**config.mk**
```make
export PLATFORM = sky130hd
export DESIGN_NAME = decode_stage
export DESIGN_NICKNAME = d
export VERILOG_FILES = /design/src/rtl/riscv_pkg.sv /design/src/rtl/register_file.sv /design/src/rtl/decode_stage.sv
export SDC_FILE = /design/constraint.sdc
export NUM_CORES = 2
export LEC_CHECK = 0
export BUFFER_PORTS_ARGS = -buffer_cell sky130_fd_sc_hd__buf_2
export CAP_MARGIN = 20
export CELL_PAD_IN_SITES_DETAIL_PLACEMENT = 0
export CELL_PAD_IN_SITES_GLOBAL_PLACEMENT = 1
export CORE_AREA = 5 5 347 349
export CTS_BUF_LIST = sky130_fd_sc_hd__clkbuf_4
export CTS_CLUSTER_SIZE = 20
export DETAILED_ROUTE_END_ITERATION = 10
export DIE_AREA = 0 0 352 354
export PLACE_DENSITY = 0.86
export SLEW_MARGIN = 20
export SYNTH_ARGS = -nofsm -noshare
export SYNTH_HDL_FRONTEND = slang
export SYNTH_SLANG_ARGS = --single-unit
```
**constraint.sdc**
```tcl
create_clock -name clk -period 3.8 [get_ports clk]
set_clock_uncertainty 0.2 [all_clocks]
set_input_delay 0.76 -clock clk [delete_from_list [all_inputs] [get_ports clk]]
set_output_delay 0.76 -clock clk [all_outputs]
set_load 0.01 [all_outputs]
```
**src/rtl/riscv_pkg.sv**
```systemverilog
// riscv_pkg: opcodes, ALU/result-select encodings and the ID/EX record for the decode stage
package riscv_pkg;
  localparam int XLEN = 32;
  localparam logic [31:0] NOP_INST = 32'h0000_0013;
  localparam logic [6:0] OP_LUI    = 7'b0110111;
  localparam logic [6:0] OP_AUIPC  = 7'b0010111;
  localparam logic [6:0] OP_JAL    = 7'b1101111;
  localparam logic [6:0] OP_JALR   = 7'b1100111;
  localparam logic [6:0] OP_BRANCH = 7'b1100011;
  localparam logic [6:0] OP_LOAD   = 7'b0000011;
  localparam logic [6:0] OP_STORE  = 7'b0100011;
  localparam logic [6:0] OP_IMM    = 7'b0010011;
  localparam logic [6:0] OP_OP     = 7'b0110011;
  localparam logic [6:0] OP_FENCE  = 7'b0001111;
  localparam logic [6:0] OP_SYSTEM = 7'b1110011;
  typedef enum logic [3:0] {
    ALU_ADD, ALU_SUB, ALU_SLL, ALU_SLT, ALU_SLTU, ALU_XOR,
    ALU_SRL, ALU_SRA, ALU_OR, ALU_AND, ALU_PASSB
  } alu_op_t;
  typedef enum logic [1:0] {RES_ALU, RES_MEM, RES_PC4} result_src_t;
  typedef struct packed {
    logic            valid;
    logic [XLEN-1:0] pc;
    logic [XLEN-1:0] rs1_data;
    logic [XLEN-1:0] rs2_data;
    logic [XLEN-1:0] imm;
    logic [4:0]      rs1;
    logic [4:0]      rs2;
    logic [4:0]      rd;
    logic [2:0]      funct3;
    alu_op_t         alu_op;
    logic            alu_src_a;
    logic            alu_src_b;
    logic            mem_read;
    logic            mem_write;
    logic            reg_write;
    logic            branch;
    logic            jal;
    logic            jalr;
    result_src_t     result_src;
    logic            illegal;
  } id_ex_t;
  // alt selects SUB/SRA; callers mask it for the cases where bit 30 is not an op modifier
  function automatic alu_op_t alu_sel(input logic [2:0] f3, input logic alt);
    case (f3)
      3'b000:  return alt ? ALU_SUB : ALU_ADD;
      3'b001:  return ALU_SLL;
      3'b010:  return ALU_SLT;
      3'b011:  return ALU_SLTU;
      3'b100:  return ALU_XOR;
      3'b101:  return alt ? ALU_SRA : ALU_SRL;
      3'b110:  return ALU_OR;
      default: return ALU_AND;
    endcase
  endfunction
endpackage

```
**src/rtl/register_file.sv**
```systemverilog
// register_file: 32x32 2R1W register file, x0 hardwired to zero, write-through bypass
module register_file
  import riscv_pkg::*;
(
  input  logic            clk,
  input  logic            rst,
  input  logic [4:0]      rs1,
  input  logic [4:0]      rs2,
  output logic [XLEN-1:0] rs1_data,
  output logic [XLEN-1:0] rs2_data,
  input  logic            we,
  input  logic [4:0]      rd,
  input  logic [XLEN-1:0] wd
);
  logic [31:0][XLEN-1:0] regs_q, regs_d;
  logic wr;
  assign wr = we && rd != 5'd0;
  always_comb begin
    regs_d = regs_q;
    if (wr) regs_d[rd] = wd;
  end
  always_ff @(posedge clk or negedge rst) begin
    if (!rst) regs_q <= '0;
    else      regs_q <= regs_d;
  end
  assign rs1_data = rs1 == 5'd0 ? '0 : (wr && rd == rs1) ? wd : regs_q[rs1];
  assign rs2_data = rs2 == 5'd0 ? '0 : (wr && rd == rs2) ? wd : regs_q[rs2];
endmodule

```
**src/rtl/decode_stage.sv**
```systemverilog
// decode_stage: RV32I decode with IF/ID and ID/EX registers, register file, immediate
// generator and control decoder; flush beats stall, stall injects a bubble.
module decode_stage
  import riscv_pkg::*;
(
  input  logic            clk,
  input  logic            rst,
  input  logic [XLEN-1:0] pc_current,
  input  logic [31:0]     inst,
  input  logic            stall,
  input  logic            flush,
  input  logic            wb_we,
  input  logic [4:0]      wb_rd,
  input  logic [XLEN-1:0] wb_data,
  output logic            ex_valid,
  output logic [XLEN-1:0] ex_pc,
  output logic [XLEN-1:0] ex_rs1_data,
  output logic [XLEN-1:0] ex_rs2_data,
  output logic [XLEN-1:0] ex_imm,
  output logic [4:0]      ex_rs1,
  output logic [4:0]      ex_rs2,
  output logic [4:0]      ex_rd,
  output logic [2:0]      ex_funct3,
  output logic [3:0]      ex_alu_op,
  output logic            ex_alu_src_a,
  output logic            ex_alu_src_b,
  output logic            ex_mem_read,
  output logic            ex_mem_write,
  output logic            ex_reg_write,
  output logic            ex_branch,
  output logic            ex_jal,
  output logic            ex_jalr,
  output logic [1:0]      ex_result_src,
  output logic            ex_illegal
);
  logic [XLEN-1:0] if_pc_q, if_pc_d;
  logic [31:0] if_inst_q, if_inst_d;
  id_ex_t id_ex_q, id_ex_d, dec;
  logic [XLEN-1:0] rs1_data, rs2_data;
  logic [XLEN-1:0] imm_i, imm_s, imm_b, imm_u, imm_j;
  logic [2:0] f3;
  logic f7b5;
  register_file u_rf (
    .clk      (clk),
    .rst      (rst),
    .rs1      (if_inst_q[19:15]),
    .rs2      (if_inst_q[24:20]),
    .rs1_data (rs1_data),
    .rs2_data (rs2_data),
    .we       (wb_we),
    .rd       (wb_rd),
    .wd       (wb_data)
  );
  assign f3    = if_inst_q[14:12];
  assign f7b5  = if_inst_q[30];
  assign imm_i = {{20{if_inst_q[31]}}, if_inst_q[31:20]};
  assign imm_s = {{20{if_inst_q[31]}}, if_inst_q[31:25], if_inst_q[11:7]};
  assign imm_b = {{20{if_inst_q[31]}}, if_inst_q[7], if_inst_q[30:25], if_inst_q[11:8], 1'b0};
  assign imm_u = {if_inst_q[31:12], 12'b0};
  assign imm_j = {{12{if_inst_q[31]}}, if_inst_q[19:12], if_inst_q[20], if_inst_q[30:21], 1'b0};
  always_comb begin
    dec          = '0;
    dec.valid    = 1'b1;
    dec.pc       = if_pc_q;
    dec.rs1_data = rs1_data;
    dec.rs2_data = rs2_data;
    dec.rs1      = if_inst_q[19:15];
    dec.rs2      = if_inst_q[24:20];
    dec.rd       = if_inst_q[11:7];
    dec.funct3   = f3;
    case (if_inst_q[6:0])
      OP_OP: begin
        dec.alu_op    = alu_sel(f3, f7b5);
        dec.reg_write = 1'b1;
      end
      OP_IMM: begin
        dec.alu_op    = alu_sel(f3, f7b5 && f3 == 3'b101);
        dec.alu_src_b = 1'b1;
        dec.imm       = f3[1:0] == 2'b01 ? {27'b0, imm_i[4:0]} : imm_i;
        dec.reg_write = 1'b1;
      end
      OP_LUI: begin
        dec.alu_op    = ALU_PASSB;
        dec.alu_src_b = 1'b1;
        dec.imm       = imm_u;
        dec.reg_write = 1'b1;
      end
      OP_AUIPC: begin
        dec.alu_src_a = 1'b1;
        dec.alu_src_b = 1'b1;
        dec.imm       = imm_u;
        dec.reg_write = 1'b1;
      end
      OP_LOAD: begin
        dec.alu_src_b  = 1'b1;
        dec.imm        = imm_i;
        dec.mem_read   = 1'b1;
        dec.result_src = RES_MEM;
        dec.reg_write  = 1'b1;
      end
      OP_STORE: begin
        dec.alu_src_b = 1'b1;
        dec.imm       = imm_s;
        dec.mem_write = 1'b1;
      end
      OP_BRANCH: begin
        dec.alu_op = ALU_SUB;
        dec.imm    = imm_b;
        dec.branch = 1'b1;
      end
      OP_JAL, OP_JALR: begin
        dec.alu_src_a  = 1'b1;
        dec.alu_src_b  = 1'b1;
        dec.imm        = if_inst_q[3] ? imm_j : imm_i;
        dec.jal        = if_inst_q[3];
        dec.jalr       = !if_inst_q[3];
        dec.result_src = RES_PC4;
        dec.reg_write  = 1'b1;
      end
      OP_FENCE, OP_SYSTEM: ;
      default: dec.illegal = 1'b1;
    endcase
    dec.reg_write = dec.reg_write && dec.rd != 5'd0;
  end
  always_comb begin
    if_pc_d   = flush ? '0 : stall ? if_pc_q : pc_current;
    if_inst_d = flush ? NOP_INST : stall ? if_inst_q : inst;
    id_ex_d   = (flush || stall) ? '0 : dec;
  end
  always_ff @(posedge clk or negedge rst) begin
    if (!rst) begin
      if_pc_q   <= '0;
      if_inst_q <= NOP_INST;
      id_ex_q   <= '0;
    end else begin
      if_pc_q   <= if_pc_d;
      if_inst_q <= if_inst_d;
      id_ex_q   <= id_ex_d;
    end
  end
  assign ex_valid      = id_ex_q.valid;
  assign ex_pc         = id_ex_q.pc;
  assign ex_rs1_data   = id_ex_q.rs1_data;
  assign ex_rs2_data   = id_ex_q.rs2_data;
  assign ex_imm        = id_ex_q.imm;
  assign ex_rs1        = id_ex_q.rs1;
  assign ex_rs2        = id_ex_q.rs2;
  assign ex_rd         = id_ex_q.rd;
  assign ex_funct3     = id_ex_q.funct3;
  assign ex_alu_op     = id_ex_q.alu_op;
  assign ex_alu_src_a  = id_ex_q.alu_src_a;
  assign ex_alu_src_b  = id_ex_q.alu_src_b;
  assign ex_mem_read   = id_ex_q.mem_read;
  assign ex_mem_write  = id_ex_q.mem_write;
  assign ex_reg_write  = id_ex_q.reg_write;
  assign ex_branch     = id_ex_q.branch;
  assign ex_jal        = id_ex_q.jal;
  assign ex_jalr       = id_ex_q.jalr;
  assign ex_result_src = id_ex_q.result_src;
  assign ex_illegal    = id_ex_q.illegal;
endmodule

```
After elaboration in Yosys (flattened, before gate mapping)
Cells that the tools add are included.

Memories: 0. Bits in read-only memories: 0. Latch bits: 0. Register bits: 1250. Memory bits (writable): 0.

Reductions and logical operators: 19. Div/mod/pow operators: 0. Order comparisons: 4. Shifts and indexed selects: 0. Multipliers: 0. Mux-type cells: 35. Equal/unequal tests: 21. Bitwise logic cells: 0. Add/sub/neg operators: 0.

Operators with widths (number): $bwmux 1024 (1); $mux 32 (12); $bmux 32 s5 (2); $pmux 32 s6 (1); $mux 162 (1); $demux 32 s5 (1); $pmux 4 s7 (2); $eq 7x7->1 const B (4); $eq 7x6->1 const B (3); $mux 20 (1); $lt 5x6->1 const B (3); $pmux 4 s4 (1); $eq 7x5->1 const B (2); $reduce_or 7->1 (2); $mux 1 (11); $reduce_or 11->1 (1); $eq 5x5->1 (2); $logic_not 5->1 (2); $reduce_bool 5->1 (2); $eq 3x3->1 const B (3); $eq 7x2->1 const B (1); $eq 7x4->1 const B (1); $eq 3x2->1 const B (2); $logic_and 1x1->1 (6); other kinds (11) (12).

Longest topological paths before layout
Word-level depth: 6. Gate-level depth with buffers: 9. Mapped depth without buffers: 5.

Cells and area by module
Synthesis repeated with hierarchy kept, for this count alone.

Cells, all modules: 4514. Area total of the unflattened synthesis: 64072.7 sq um.

By module, submodules not included: register_file (area each 55804.8 sq um, cells an instance 3875, seq. area each 25624.6 sq um, times used 1); decode_stage (area each 8267.9 sq um, cells an instance 639, seq. area each 5659.2 sq um, times used 1).

Worst setup path after synthesis
No wires, ideal clock.

Path kind: input to register. Start: in wb_rd[1]. End: reg id_ex_q, in the netlist ex_rs1_data[16]. Stages: 8. Setup time: 121 ps. Buffers on the path: 3. Data arrival time: 2152 ps. Slack: 1327 ps. Cell sequence: buf_2 > xor2_1 > nor3_2 > nand4_4 > and2_1 > buf_4 > buf_6 > a22o_1.

RTL lines: from (decl) (RTL line decode_stage.sv:13) `input logic [4:0] wb_rd,`; to (signal assigned) (RTL line decode_stage.sv:138) `id_ex_q <= id_ex_d;`; to (decl) (RTL line decode_stage.sv:38) `id_ex_t id_ex_q, id_ex_d, dec;`.

==> results by group <==
Outcome
  – Run status: finished clean

Clocking
  – Clock buffer count from CTS: 344
  – Clock tree from TritonCTS: done
  – CTS root buffer: sky130_fd_sc_hd__clkbuf_4
  – Post-CTS setup repair buffer count: 0
  – Number of buffers on the longest clock path: 4
  – Number of sinks driven by the clock tree: 1250
  – Clock transition time at the flip-flop clock pins of the worst setup and hold paths: 0.07 ns
  – H-Tree Depth: 5
  – Worst-skew pair later-pin latency: 1.32 ns

Final layout
  – Fillcell total: 9002
  – Final standard cell area without fillers: 73200 um^2
  – Multi-input gate area in the final layout: 30200 um^2
  – Final design utilization: 62.5%
  – Sequential standard cell area: 31300 um^2
  – Number of standard cells in the final layout excluding fillers: 7220
  – Commonest cells after routing, fill and taps aside: sky130_fd_sc_hd__dfrtp_1, sky130_fd_sc_hd__mux2_2, sky130_fd_sc_hd__mux2i_1
  – Layout cell share with drive strength beyond 1: 38.4%
  – Layout area overhead: 14.9%
  – Net count reported at finish: 5565
  – Leading cell type in the layout, fill and taps excluded: sky130_fd_sc_hd__dfrtp_1

Power and ir drop
  – Clock power share: 32.7%
  – Combinational share of power: 19.0%
  – Leakage power of the design: 32.7 nW
  – Net switching power figure: 0.0105 W
  – Pwr dens: 485 nW/um^2
  – Worst vdd rail ir drop: 384 uV
  – Switching part of the total power: 29.4%
  – Part of the power in registers: 48.3%
  – Internal: 0.0251 W

Setup path
  – Critical path, cell by cell: buf_12, mux2i_1, a22oi_1, a21oi_1, nor4_1, buf_4, a22o_1
  – WP data required: 4.76 ns
  – Critical path arrival: 4.14 ns
  – Top fanout value on the critical path: 64
  – Startpoint type of the worst setup path: flip-flop
  – CP max-delay cell: sky130_fd_sc_hd__dfrtp_4
  – Cell type group with the largest total delay on the critical path: flip-flops
  – CP endpoint kind: flip-flop
  – Buffers & Inverters on Critical Path: 2
  – Kind of critical path: flip-flop to flip-flop
  – Crit-path max cell delay: 0.93 ns

Synth
  – Mean instance size in the synthesized netlist: 12.9 um^2
  – Ys flop type: sky130_fd_sc_hd__dfrtp_1
  – Distinct cell type count of the synthesized netlist: 60
  – Number of synthesized flops with an enable pin: 0
  – Synthesized instance count: 4952
  – Flop and latch count out of synthesis: 1250
  – Synth warnings: 0
  – Post-synth ARST share: 100%
  – Cell area after technology mapping: 63700 um^2
  – Net count of the mapped netlist: 5058
  – Part of the Yosys area used for sequential elements: 49.1%

Routing
  – Vias/cell: 6.50
  – Routed Wire Length: 208000 um
  – Drt wl/cell: 28.8 um
  – Residual DRC count: 0
  – Antenna viol nets, final: 0
  – Pre-antenna DRT Iters: 6
  – Detailed router's first-iteration violation count: 5042
  – Via count: 46900

Floorplanning
  – Area of the core: 117000 um^2
  – IO Count: 268
  – Area of the die: 125000 um^2
  – Placement row count: 126
  – Initial standard-cell utilization of the core: 54.4%
  – Die height: 354 um
  – Overall die width: 352 um

Run
  – Number of maximum-capacitance constraint violations: 0

STA
  – Final Hold Fails: 0
  – Highest achievable clock rate: 315 MHz
  – Headroom to the max-slew limit: 23.3%
  – Max Slew Vio Count: 0
  – Min Tclk post-route: 3.17 ns
  – Unrepaired setup endpoints after global routing: no
  – Final clock period utilization by the worst path: 83.5%
  – Final setup violation count: 0
  – Setup Total Neg Slack: 0 ns
  – Actual transition at the worst max-transition pin: 1.15 ns
  – Slack of the critical path: 0.626 ns

Min path
  – Tightest Hold Check Type: primary input to async pin

GRT
  – Initial antenna violation count: 12
  – Aggregate global-route resource usage: 32.9%
  – Pin count of the biggest net entering global routing: 106
  – Vias in the first global route: 48900
  – Wire length of the first global-routing pass: 312000 um
  – GR Overflow Total: 0

Place
  – Weighted congestion at the end of routability-driven global placement: 0.891
  – Number of instances in the placed design: 6464
  – Detailed placement HPWL: 123000 um
  – Placement Cell Area: 67300 um^2
  – Post-Place Setup Slack: 0.576 ns
  – Port Buffer Count: 267
==> worst paths after layout <==
kind,start,endpoint,slack [ns],cells after the start
max,if_inst_q[20],ex_rs2_data[17],0.63,7
min,rst,ex_pc[28],0.10,3
max reg2reg,if_inst_q[20],ex_rs2_data[17],0.63,7
min reg2reg,u_rf.regs_q[2],u_rf.regs_q[2],0.20,0
max in group asynchronous,rst,u_rf.regs_q[943],2.56,3
min in group clk,wb_rd[2],ex_rs1_data[30],0.12,4
==> state kept, by name, indices dropped and copies added (netlist names), 32 cells and up <==
| name | cells |
|---|---|
| ex_imm | 32 |
| ex_rs1_data | 32 |
| ex_rs2_data | 32 |
| if_pc_q | 32 |
| u_rf.regs_q | 1024 |
| ex_pc | 32 |
| if_inst_q | 32 |
==> power by group through the flow <==
stage / clock (W) / sequential (W) / combinational (W)
detailed placement: 0 / 0.0173 / 0.00652
global route: 0.0125 / 0.0174 / 0.00731
floorplan: 0 / 0.0168 / 0.00482
CTS: 0.0118 / 0.0171 / 0.00670
finish: 0.0116 / 0.0172 / 0.00676
global placement: 0 / 0.0171 / 0.00634
==> cells in the mapped netlist, drive strengths merged (2+ instances only) <==
library cell	count	area, um^2
nand4	5	46.3
a31o	2	17.5
xor2	6	52.6
or2	5	31.3
nand3	82	410
mux4	88	1980
nor2	95	359
mux2	996	11200
nand3b	6	45.0
a21o	4	30.0
o22ai	22	138
a211o	3	26.3
dfstp	3	78.8
a21oi	204	1020
nand2b	6	37.5
nand4b	4	35.0
o221a	24	270
a31oi	3	18.8
nor3	10	71.3
a22oi	407	3060
buf	307	1610
dfrtp	1247	31200
clkbuf	214	805
nor3b	4	30.0
and2	63	394
nor4b	2	32.5
xnor2	4	35.0
mux2i	950	9510
o21ai	11	55.1
a22o	40	350
nor2b	13	83.8
nor4	42	278
and3	5	31.3
nand2	62	233
inv	2	7.51
==> tightest hold or removal path, delay by kind of cell <==
kind / cells / cell delay [ns]
buf+inv: 3 / 1.21
==> metrics by stage <==
stage | power [W] | hold slack, ns
final | 0.0355 | 0.101
after global routing | 0.0372 | 0.0655
after CTS | 0.0356 | 0.0197
after detailed placement | 0.0238 | 0.184
after global placement | 0.0235 | 0.177
after floorplan | 0.0216 | 0.241
==> timing repair <==
item | CTS | global route
endpoints found under the hold margin | 2273 | 0
hold buffers | 185 | 0
resized for setup | 0 | 0
==> cell families after synthesis <==
logic type / after synthesis / share of synthesized area (%)
xor gates and xnor gates: 10 / 0.137
AOI/OAI and AO/OA: 726 / 7.90
DFF: 1250 / 49.1
muxes: 2034 / 35.6
and+or+nand+nor: 409 / 3.40
buffers and inverters: 523 / 3.80
==> metal layers <==
metal | up-vias | wire length, um | global-route usage [%]
li1 | 19600 | - | -
met1 | 24200 | 84600 | 44.4
met2 | 2476 | 92800 | 49.4
met3 | 642 | 20100 | 8.41
met4 | 4 | 10500 | 16.7
met5 | - | 29 | 0
==> area by class of cell <==
cell class	instances	area share (%)
flip-flops and latches	1250	42.8
multi-input cells	3179	41.2
repair buffers	682	7.85
clock buffers	495	5.08
well taps	1536	2.63
clock inverters	55	0.361
diodes	21	0.0718
inverters	2	0.0103
Note: power is estimated with default switching activity, not from simulation.
